--- config.mk ---
export PLATFORM = sky130hd
export DESIGN_NAME = led_pattern
export DESIGN_NICKNAME = d
export VERILOG_FILES = /design/src/rtl/led_pattern_pkg.sv /design/src/rtl/led_step_timer.sv /design/src/rtl/led_pattern.sv
export SDC_FILE = /design/constraint.sdc
export NUM_CORES = 1
export LEC_CHECK = 0
export BUFFER_PORTS_ARGS = -buffer_cell sky130_fd_sc_hd__buf_2
export CORE_UTILIZATION = 45
export DETAILED_ROUTE_END_ITERATION = 12
export SLEW_MARGIN = 25
export SYNTH_ARGS = -nofsm -noshare
export SYNTH_HDL_FRONTEND = slang
export SYNTH_SLANG_ARGS = --single-unit
--- constraint.sdc ---
create_clock -name sys_clk -period 6.7 [get_ports sys_clk]
set_clock_uncertainty 0.05 [all_clocks]
set_input_delay 0.335 -clock sys_clk [delete_from_list [all_inputs] [get_ports sys_clk]]
set_output_delay 0.335 -clock sys_clk [all_outputs]
set_load 0.05 [all_outputs]
--- src/rtl/led_pattern_pkg.sv ---
// Shared types and helpers for the LED pattern generator.
package led_pattern_pkg;

  typedef enum logic [1:0] {
    MODE_ROTATE   = 2'd0,
    MODE_PINGPONG = 2'd1,
    MODE_FILL     = 2'd2,
    MODE_BLINK    = 2'd3
  } mode_e;

  // Width of the speed select; LIMIT = STEP_CYCLES >> speed.
  localparam int unsigned SPEED_W = 2;

  // Base step period in sys_clk cycles.
  function automatic int unsigned step_cycles_f(input int unsigned clk_freq,
                                                input int unsigned step_ms);
    return (clk_freq / 32'd1000) * step_ms;
  endfunction

endpackage

--- src/rtl/led_step_timer.sv ---
// Step timer: counts to a speed-scaled limit, freezes on pause, restarts on load.
module led_step_timer
  import led_pattern_pkg::*;
#(
  parameter int unsigned STEP_CYCLES = 25_000_000
) (
  input  logic               sys_clk,
  input  logic               rst_n,
  input  logic [SPEED_W-1:0] speed_i,
  input  logic               pause_i,
  input  logic               restart_i,
  output logic               tick_c
);

  localparam int unsigned TW = $clog2(STEP_CYCLES);

  logic [TW-1:0] tcnt_q;
  logic [TW-1:0] tcnt_d;
  int unsigned   limit_m1_c;

  // Compare with >= so a shortened limit fires immediately instead of wrapping.
  always_comb begin
    limit_m1_c = (STEP_CYCLES >> speed_i) - 32'd1;
    tick_c     = (32'(tcnt_q) >= limit_m1_c) && !pause_i;
    tcnt_d     = tcnt_q;
    if (restart_i || tick_c) begin
      tcnt_d = '0;
    end else if (!pause_i) begin
      tcnt_d = tcnt_q + TW'(1);
    end
  end

  // Counter register with synchronous active-low reset.
  always_ff @(posedge sys_clk) begin
    if (!rst_n) begin
      tcnt_q <= '0;
    end else begin
      tcnt_q <= tcnt_d;
    end
  end

endmodule

--- src/rtl/led_pattern.sv ---
// Active-low LED pattern generator: ROTATE, PINGPONG, FILL, BLINK.
// FILL is built only when LED_PATTERN_FILL_EN is defined; otherwise mode 2 runs ROTATE.
module led_pattern
  import led_pattern_pkg::*;
#(
  parameter int unsigned LED_NUM  = 8,
  parameter int unsigned CLK_FREQ = 50_000_000,
  parameter int unsigned STEP_MS  = 500
) (
  input  logic               sys_clk,
  input  logic               rst_n,
  input  logic [1:0]         mode,
  input  logic               mode_vld,
  input  logic [SPEED_W-1:0] speed,
  input  logic               pause,
  output logic [LED_NUM-1:0] led_out,
  output logic               step_pulse
);

  localparam int unsigned STEP_CYCLES = step_cycles_f(CLK_FREQ, STEP_MS);
  localparam int unsigned PW          = $clog2(LED_NUM);
`ifdef LED_PATTERN_FILL_EN
  localparam int unsigned CW          = $clog2(LED_NUM + 1);
`endif

  mode_e              mode_q, mode_d, mode_load_c;
  logic [PW-1:0]      pos_q, pos_d;
  logic               dir_q, dir_d;      // 0 = up, 1 = down
  logic               phase_q, phase_d;
`ifdef LED_PATTERN_FILL_EN
  logic [CW-1:0]      cnt_q, cnt_d;
`endif
  logic [LED_NUM-1:0] led_q, led_d;
  logic [LED_NUM-1:0] lit_c;
  logic               pulse_q, pulse_d;
  logic               tick_c;

  led_step_timer #(
    .STEP_CYCLES (STEP_CYCLES)
  ) u_timer (
    .sys_clk   (sys_clk),
    .rst_n     (rst_n),
    .speed_i   (speed),
    .pause_i   (pause),
    .restart_i (mode_vld),
    .tick_c    (tick_c)
  );

  // Map the requested mode onto the modes actually built.
  always_comb begin
`ifdef LED_PATTERN_FILL_EN
    mode_load_c = mode_e'(mode);
`else
    mode_load_c = (mode == 2'd2) ? MODE_ROTATE : mode_e'(mode);
`endif
  end

  // Pattern next-state: load restarts the mode and beats a coincident tick.
  always_comb begin
    mode_d  = mode_q;
    pos_d   = pos_q;
    dir_d   = dir_q;
    phase_d = phase_q;
`ifdef LED_PATTERN_FILL_EN
    cnt_d   = cnt_q;
`endif
    pulse_d = mode_vld | tick_c;

    if (mode_vld) begin
      mode_d  = mode_load_c;
      pos_d   = '0;
      dir_d   = 1'b0;
      phase_d = 1'b0;
`ifdef LED_PATTERN_FILL_EN
      cnt_d   = '0;
`endif
    end else if (tick_c) begin
      case (mode_q)
        MODE_PINGPONG: begin
          if (!dir_q) begin
            if (pos_q == PW'(LED_NUM - 1)) begin
              dir_d = 1'b1;
              pos_d = PW'(LED_NUM - 2);
            end else begin
              pos_d = pos_q + PW'(1);
            end
          end else begin
            if (pos_q == '0) begin
              dir_d = 1'b0;
              pos_d = PW'(1);
            end else begin
              pos_d = pos_q - PW'(1);
            end
          end
        end
`ifdef LED_PATTERN_FILL_EN
        MODE_FILL: begin
          cnt_d = (cnt_q == CW'(LED_NUM)) ? '0 : cnt_q + CW'(1);
        end
`endif
        MODE_BLINK: begin
          phase_d = ~phase_q;
        end
        default: begin
          pos_d = (pos_q == PW'(LED_NUM - 1)) ? '0 : pos_q + PW'(1);
        end
      endcase
    end
  end

  // Decode the next pattern state into lit positions, then drive active-low.
  always_comb begin
    lit_c = '0;
    case (mode_d)
      MODE_BLINK: begin
        lit_c = {LED_NUM{~phase_d}};
      end
`ifdef LED_PATTERN_FILL_EN
      MODE_FILL: begin
        for (int i = 0; i < int'(LED_NUM); i++) begin
          lit_c[i] = (CW'(i) < cnt_d);
        end
      end
`endif
      default: begin
        for (int i = 0; i < int'(LED_NUM); i++) begin
          lit_c[i] = (pos_d == PW'(i));
        end
      end
    endcase
    led_d = ~lit_c;
  end

  // State, LED and strobe registers with synchronous active-low reset.
  always_ff @(posedge sys_clk) begin
    if (!rst_n) begin
      mode_q  <= MODE_ROTATE;
      pos_q   <= '0;
      dir_q   <= 1'b0;
      phase_q <= 1'b0;
`ifdef LED_PATTERN_FILL_EN
      cnt_q   <= '0;
`endif
      led_q   <= {{(LED_NUM - 1){1'b1}}, 1'b0};
      pulse_q <= 1'b0;
    end else begin
      mode_q  <= mode_d;
      pos_q   <= pos_d;
      dir_q   <= dir_d;
      phase_q <= phase_d;
`ifdef LED_PATTERN_FILL_EN
      cnt_q   <= cnt_d;
`endif
      led_q   <= led_d;
      pulse_q <= pulse_d;
    end
  end

  assign led_out    = led_q;
  assign step_pulse = pulse_q;

endmodule

-- Word-level counts from Yosys, hierarchy flattened
Cells that the tools add are included.
W data, S select, Z words.
- bitwise gates (word level): 5
- muxes and demuxes: 16
- order comparisons: 1
- reductions and logical operators: 8
- $add $sub $neg: 4
- eq/ne operators: 12
- shift-type cells: 1
- operator list (operator ; number):
    $ge A25 B32 Y1 ; 1
    $shr A25 B2 Y32 const A ; 1
    $sub A32 B1 Y32 const B ; 1
    $add A25 B1 Y25 const B ; 1
    $mux W3 ; 6
    $eq A3 B3 Y1 const B ; 5
    $mux W8 ; 1
    $not A8 Y8 ; 1
    $eq A2 B2 Y1 const B ; 3
    $eq A3 B2 Y1 const B ; 2
    $logic_not A3 Y1 ; 2
    $mux W1 ; 6
    $pmux W3 S2 ; 1
    $mux W2 ; 2
    $reduce_or A2 Y1 ; 2
    $add A3 B1 Y3 const B ; 1
    $eq A3 B1 Y1 const B ; 1
    $not A1 Y1 ; 3
    $sub A3 B1 Y3 const B ; 1
    $eq A2 B1 Y1 const B ; 1
    $reduce_and A2 Y1 ; 1
    $logic_and A1 B1 Y1 ; 1
    $logic_not A1 Y1 ; 1
    $logic_or A1 B1 Y1 ; 1
    $or A1 B1 Y1 ; 1
- bits in registers: 41

-- Longest topological paths before layout
Gate-level depths: netlist of the first run.
- depth in word-level cells: 9
- gate-level depth with buffers: 12
- gate-level depth less buffers: 11

-- Cells and area by module
A second synthesis of the first run with hierarchy kept.
- cells, all modules: 279
- area, all modules: 2482.4 µm²
- by module, submodules not included (module ; sequential area each (µm²) ; cells an instance ; area each (µm²) ; times used):
    led_step_timer ; 500.5 ; 189 ; 1595.3 ; 1
    led_pattern ; 320.3 ; 90 ; 887.1 ; 1

-- Least setup slack after synthesis of the first run
Ideal clock, no wire load.
- path type: input port to flip-flop
- start point: input port speed[1]
- end point: register led_q[1] (netlist: led_out[1])
- data arrival time: 2.524 ns
- buffers on the path: 0
- setup time: 0.146 ns
- data required time: 6.504 ns
- slack: 3.981 ns
- cell stages on the path: 10
- cell sequence: nand2_1 inv_1 ha_1 a31oi_1 or4b_4 a2111oi_4 o311a_4 o21ai_1 a2111oi_4 a41oi_1
- longest elaborated chain between the ends: 9
- RTL lines (element ; RTL line ; text):
    from (decl) ; led_pattern.sv:14 ; input logic [SPEED_W-1:0] speed,
    $shr A25 B2 Y32 (*) ; led_step_timer.sv:23 ; limit_m1_c = (STEP_CYCLES >> speed_i) - 32'd1;
    $sub A32 B1 Y32 (*) ; led_step_timer.sv:23 ;
    $ge A25 B32 Y1 (*) ; led_step_timer.sv:24 ; tick_c = (32'(tcnt_q) >= limit_m1_c) && !pause_i;
    $logic_and A1 B1 Y1 (*) ; led_step_timer.sv:24 ;
    $mux W3 / $mux W1 (equally long branches) ; led_pattern.sv:77 ; end else if (tick_c) begin
    $mux W3 / $mux W1 (equally long branches) ; led_pattern.sv:69 ; if (mode_vld) begin
    $eq A3 B1 Y1 / $not A1 Y1 (equally long branches) ; led_pattern.sv:127, led_pattern.sv:116 ;
    $mux W8 (*) ; led_pattern.sv:114 ; case (mode_d)
    $not A8 Y8 (*) ; led_pattern.sv:131 ; led_d = ~lit_c;
    to (signal assigned) ; led_pattern.sv:144 ; led_q <= {{(LED_NUM - 1){1'b1}}, 1'b0};
    to (signal assigned) ; led_pattern.sv:154 ; led_q <= led_d;
    to (decl) ; led_pattern.sv:33 ; logic [LED_NUM-1:0] led_q, led_d;
Every way passes the cells marked *; elsewhere a longest branch is shown, timed or not.
A chain may end at the register's enable or synchronous reset.

-- Worst setup path in the final report of the first run
- start point: input port speed[0]
- end point: register led_q[3] (netlist: led_out[3])
- longest elaborated chain between the ends: 9
- RTL lines (element ; RTL line):
    $shr A25 B2 Y32 (*) ; led_step_timer.sv:23
    $sub A32 B1 Y32 (*) ; led_step_timer.sv:23
    $ge A25 B32 Y1 (*) ; led_step_timer.sv:24
    $logic_and A1 B1 Y1 (*) ; led_step_timer.sv:24
    $mux W3 / $mux W1 (equally long branches) ; led_pattern.sv:77
    $mux W3 / $mux W1 (equally long branches) ; led_pattern.sv:69
    $eq A3 B2 Y1 / $not A1 Y1 (equally long branches) ; led_pattern.sv:127, led_pattern.sv:116
    $mux W8 (*) ; led_pattern.sv:114
    $not A8 Y8 (*) ; led_pattern.sv:131
Marks and branches as above.

==> key figures, run 1 <==
Synthesis
  • Main flop type after synthesis: dfxtp_1
  • FF+latch count, synth: 41
  • Mean Syn Cell Area: 8.78 um2
  • Synth cell count leaders: nor2_1, dfxtp_1, ha_1
  • Synthesis Warnings: 0
  • Fraction of registers with async set/reset: 0%
  • Distinct cells, synth: 52
  • Cells after Synth: 293
  • Post-synth EDFFs: 0
  • Cell area after synthesis: roughly 2600 um2
  • Count leader, synth: nor2_1
  • Top-area cell type share of the netlist area: 31.9%
  • Synth top area cells: dfxtp_1, ha_1, nor2_1
  • Seq/Total Area, Yosys: 31.9%
  • Cell accounting for the most synthesized area: dfxtp_1

Die
  • Die Span Y: 77.6 um
  • Die ar.: 6020 um2
  • Initial Utilization: between 40 and 50%
  • Die W: 77.6 um
  • Ports: 17
  • Row cnt: 27
  • Core area: 5510 um2

Place
  • RePlAce Congestion: between 0.8 and 0.9
  • Pre-CTS setup slack: 3400 ps
  • Post-DP HPWL: slightly below 4000 um
  • # port buffers: 16

Pwr
  • Switch Pwr: 0.118 mW
  • Clock power share: 36.7%
  • Cell internal pwr: 0.329 mW
  • Seq pwr share: between 50% and 60%
  • Combinational share of power: 7.9%
  • Sw Ratio: 26.4%
  • Pwr dens: 160 nW/um2
  • Power, Total: roughly 0.45 mW
  • Leakage power: 1.11 nW
  • Max VDD drop: about 0.097 mV

CTS
  • Inserted Clock Buffers: 5
  • PostCTS Resize Cnt: 0
  • Setup Buffers After CTS: 0
  • Clk_lat worst skew: around 300 ps
  • CTS root buffer: clkbuf_8
  • H-tree depth: 2
  • CTS tree: done
  • Clock Tree Buf Depth: 2
  • Hold-fix buffers at CTS: 0
  • Clock sink total: a little over 40
  • Reg clk slew, reported paths: 80 ps

Worst setup path
  • CP startpoint kind: primary input
  • Worst setup EP type: flop
  • Worst Path Arrival: roughly 3200 ps
  • Worst-path fanout max: 7
  • Setup CP Type: in2reg
  • Slowest stage cell on the critical path: o311ai_2
  • Worst EP required: between 6000 and 7000 ps
  • RR Startpoint: u_timer.tcnt_q[5]
  • Worst path max stage delay: 630 ps
  • Crit path from: speed[0]
  • Critical Path, Cell by Cell: buf_2 -> inv_1 -> nand2_1 -> ha_1 -> a211o_1 -> a21oi_1 -> a2111oi_4 -> o311ai_2 -> a22oi_1 -> nor3_1 -> a41oi_1

Timing
  • Worst Tran Pin Value: 864 ps
  • Final slew viol count: 0
  • TNS Setup: 0 ps
  • RSZ-0062 raised after global routing: false
  • Setup-failing EPs final: 0
  • Final period utilization: 45.8%
  • Max-slew headroom: 42.4%
  • Min Tclk post-route: 3070 ps
  • Worst setup margin: 3630 ps
  • Final Hold Viols: 0
  • Max Clk Rate: 326 MHz

GRT
  • First-pass GRT wire length: between 9000 and 10,000 um
  • Initial antenna violation count: 0
  • Grt ovf: 0
  • Largest net degree at the start of global routing: 26
  • Total GRT Usage: 19.2%
  • Vias in the first global route: 1,902

Worst hold path
  • Worst Hold Class: in2reg
  • HP Start: mode[0]

Routing
  • Wire per inst: 13.7 um
  • DR DRC count: 0
  • Final wirelength: 5230 um
  • Via count: 2,067
  • DR vias/cell: between 5 and 6
  • First-pass DRT Iterations: 4
  • DRT antenna net count: 0
  • Initial DRC count: 75

Cells and area
  • Nets: 342
  • Share of cells above drive strength 1: 11.9%
  • Area delta synth->final: 8.71%
  • Post-Route Utilization: 50.8%
  • Fillers: 549
  • N_diodes: 0

Run
  • # Max-Cap Violations: 0

Status
  • Status: completed
registers in the layout, indices dropped and copies added, names as in the netlist:
name            cells
led_out             8
dir_q               1
mode_q              2
u_timer.tcnt_q     25
pos_q               3
phase_q             1
step_pulse          1
kinds of logic after synthesis:
family                   count (synthesis)  share of synthesized area, %
buffers and inverters                   25                          3.89
flip-flops                              41                          31.9
adder cells (fa/ha/maj)                 26                          12.6
AND/OR/NAND/NOR                        118                          23.0
other                                    2                         0.292
multiplexers                             6                          2.34
AO/OA/AOI/OAI                           49                          16.8
XOR/XNOR                                26                          9.15
worst max-delay path, delay by kind of cell:
kind | cells | cell delay, ps
buffers and inverters | 2 | 230
adders and majority gates | 1 | 320
AOI/OAI and AO/OA | 6 | 1740
and+or+nand+nor | 2 | 550
stage by stage:
| stage | instance area, um2 | std cells | hold WS (ps) |
|---|---|---|---|
| 2_1_floorplan | 2570 | 294 | 421 |
| 3_3_place_gp | 2710 | 374 | 448 |
| 3_5_place_dp | 2710 | 374 | 455 |
| 4_1_cts | 2800 | 382 | 229 |
| 5_1_grt | 2800 | 382 | 243 |
| 6_report | 2800 | 382 | 245 |
cell type report:
type	instances	area [um2]	share of cell area [%]
well taps	72	90.1	3.22
inverters	17	63.8	2.28
clock buffers	5	68.8	2.46
flip-flops and latches	41	821	29.4
multi-input cells	228	1650	59.2
clock inverters	3	17.5	0.627
repair buffers	16	80.1	2.86
layout by cell type (no fill, tap or decap), types with 5 or more instances in the layout:
cell type   n
a21oi_1    13
a31oi_1     5
and3_1      5
buf_2      16
clkbuf_8    5
dfxtp_1    41
ha_1       25
inv_1      17
mux2i_1     6
nand2_1    18
nand2b_1    6
nand3_1    11
nand4_1     6
nor2_1     46
nor2b_1     6
xnor2_1    12
xor2_1     13
power by group through the flow:
stage                     registers (mW)  clock network (mW)  logic, mW
after floorplan                    0.259                   0     0.0209
after global placement             0.253                   0     0.0350
after detailed placement           0.253                   0     0.0351
after CTS                          0.248               0.169     0.0353
after global routing               0.248               0.180     0.0394
final                              0.248               0.164     0.0351
worst paths after layout:
kind | to | slack (ps) | depth (start not counted)
max | led_out[3] | 3630 | 11
min reg2reg | u_timer.tcnt_q[22] | 470 | 2
min | mode_q[0] | 250 | 3
max reg2reg | led_out[3] | 3650 | 8
metal layers:
layer	GRT usage [%]	share of wire, %	vias to the layer above
met4	8.30	2.3	0
met3	4.35	3.3	11
met5	0	0	-
met1	24.7	49	952
li1	-	-	1068
met2	30.5	46	36
Note: power is estimated with default switching activity, not from simulation.
==> inputs of run 2 (changes only) <==
==> constraint.sdc (replaced) <==
create_clock -name sys_clk -period 2.6 [get_ports sys_clk]
set_clock_uncertainty 0.05 [all_clocks]
set_input_delay 0.13 -clock sys_clk [delete_from_list [all_inputs] [get_ports sys_clk]]
set_output_delay 0.13 -clock sys_clk [all_outputs]
set_load 0.05 [all_outputs]
==> run 2 against run 1 <==
Against the previous run:
- the run now ends with negative setup slack left
- first-iteration DRC count rose by 48%
- combinational power grew to 3.3 times the previous value
- critical path depth down 1
- via count increased by 5.5%
- flip-flop and latch count stayed put
- final cell count up 7.6%
- core utilization rose by 6.4 points
- worst hold slack got worse by 200 ps
- sequential power rose to 2.6 times the previous value
- total power grew to 2.8 times the previous value
- largest cell class unchanged
- highest routed layer unchanged
==> key figures, run 2 (synthesis gave the netlist of run 1 again) <==
Status
  • Status: complete, but fails checks
  • Violations in the final reports: negative setup slack

Timing
  • Hold Worst Slack: approximately 48 ps
  • Max Clk Rate: 371 MHz
  • Worst setup margin: -97.0 ps
  • Final period utilization: 104%
  • Setup-failing EPs final: 7
  • Min Tclk post-route: around 2700 ps
  • RSZ-0062 raised after global routing: true
  • Final Hold Viols: 0
  • TNS Setup: -579 ps
  • Final slew viol count: 0

Pwr
  • Max VDD drop: approximately 0.24 mV
  • Seq pwr share: 50.8%
  • Cell internal pwr: 0.959 mW
  • Combinational share of power: ~9%
  • Sw Ratio: 23.7%
  • Pwr dens: 400 nW/um2
  • Switch Pwr: 0.299 mW
  • Clock power share: 40.0%
  • Leakage power: 1.27 nW

CTS
  • Clock sink total: 41
  • H-tree depth: 2
  • Clock Tree Buf Depth: 2
  • Hold-fix buffers at CTS: 0
  • Reg clk slew, reported paths: 80 ps
  • Inserted Clock Buffers: 5
  • CTS root buffer: clkbuf_8
  • CTS tree: done
  • Clk_lat worst skew: around 290 ps

GRT
  • Grt ovf: 0
  • First-pass GRT wire length: 10,100 um
  • Vias in the first global route: 2,221
  • Initial antenna violation count: 0
  • Total GRT Usage: 20.9%
  • Largest net degree at the start of global routing: 16

Worst setup path
  • R2R Path End: led_out[3]
  • Worst reg2reg path depth: 10
  • Worst R2R Setup Slack: -100 ps
  • Slowest stage cell on the critical path: or4b_4
  • Crit path from: u_timer.tcnt_q[7]
  • Worst-path fanout max: 7
  • Critical Path, Cell by Cell: ha_4 -> nand2_2 -> or4b_4 -> a2111oi_4 -> buf_4 -> o311ai_4 -> a2111oi_4 -> a2111oi_4 -> buf_4 -> a41oi_1
  • Worst path most repeated cell: a2111oi_4
  • Setup crit end: led_out[3]
  • CP startpoint kind: flop
  • RR Startpoint: u_timer.tcnt_q[7]
  • Setup CP Type: reg2reg
  • Worst setup EP type: flop
  • Worst path max stage delay: 520 ps
  • Worst EP required: 2770 ps
  • Worst Path Arrival: 2870 ps

Cells and area
  • Multi-input gate area: 1740 um2
  • Most frequent cells in the layout: nor2_1, dfxtp_1, buf_4, ha_1
  • Max reg flops: 25
  • Most common cell after layout, fill and taps aside: nor2_1
  • FF+latch area: 825 um2
  • N_diodes: 0
  • Nets: 372
  • Area delta synth->final: 22.3%
  • Final Cell Area: 3150 um2
  • Reg with most FFs: u_timer.tcnt_q
  • Fillers: 518
  • Share of cells above drive strength 1: between 20% and 30%

Routing
  • Wire length on met2: 2850 um
  • Met1 WL: 2720 um
  • Initial DRC count: approximately 110
  • Final wirelength: between 5000 and 6000 um
  • Wire per inst: 14.1 um
  • First-pass DRT Iterations: 4
  • DR vias/cell: 5.30
  • DR DRC count: 0
  • Via count: 2,180
  • Highest routed layer: met4
  • DRT antenna net count: 0
  • Met3 wire length: 119 um

Place
  • RePlAce Congestion: around 0.9
  • # port buffers: 16
  • Area post-placement: 2920 um2
  • Post-DP HPWL: approximately 4300 um

Worst hold path
  • Worst Hold Class: in2reg

Die
  • Die W: 77.6 um
  • Core area: about 5500 um2
  • Die ar.: between 6000 and 7000 um2
  • Ports: 17
  • Initial Utilization: 46.7%
  • Die Span Y: 77.6 um
  • Row cnt: 27

Run
  • # Max-Cap Violations: 0
==> run 2: what timing repair did <==
action,CTS,global route
endpoints found under the setup margin,10,36
pin swaps,3,5
buffers inserted,2,1
hold endpoints to repair,0,0
gates resized for setup,5,13
==> run 2: final cells by class <==
cell class / instances / share of cell area (%)
clock buffers: 5 / 2.19
well taps: 72 / 2.86
clock inverters: 2 / 1.11
multi-input cells: 228 / 55.4
repair buffers: 46 / 10.2
inverters: 17 / 2.03
flip-flops and latches: 41 / 26.2
==> run 2: metrics by stage <==
| stage | power [mW] | setup WS (ps) | util (%) | cells |
|---|---|---|---|---|
| global route | 1.32 | -237 | 57.1 | 411 |
| global placement | 0.758 | -206 | 53.1 | 402 |
| floorplan | 0.721 | 13.0 | - | 294 |
| CTS | 1.26 | -85.1 | 55.8 | 411 |
| detailed placement | 0.760 | -256 | 53.1 | 402 |
| finish | 1.26 | -97.0 | 57.1 | 411 |
==> run 2: power by group through the flow <==
stage | Combinational [mW] | Sequential [mW] | Clock [mW]
final | 0.116 | 0.638 | 0.503
after global routing | 0.127 | 0.640 | 0.550
after CTS | 0.109 | 0.638 | 0.517
after detailed placement | 0.106 | 0.653 | 0
after global placement | 0.105 | 0.653 | 0
after floorplan | 0.0540 | 0.667 | 0
==> run 2: routing by layer <==
metal  global-route usage (%)  vias up
met5                        0        -
met4                     7.36        0
met3                     3.88       11
met2                     36.1       26
met1                     25.9     1019
li1                         -     1124
==> run 2: worst min path at each step <==
stage,from,to,depth (start not counted)
detailed placement,mode[0],mode_q[0],3
global placement,mode[0],mode_q[0],3
finish,mode[0],mode_q[0],3
global route,mode[0],mode_q[0],3
floorplan,rst_n,led_out[5],1
CTS,mode[0],mode_q[0],3
==> run 2: worst max-delay path: cells and delay by family, from the launching register on <==
kind	cells	cell delay [ps]
and+or+nand+nor	2	560
adders and majority gates	1	270
AOI/OAI and AO/OA	5	1040
buffers and inverters	2	370
DFF	1	340
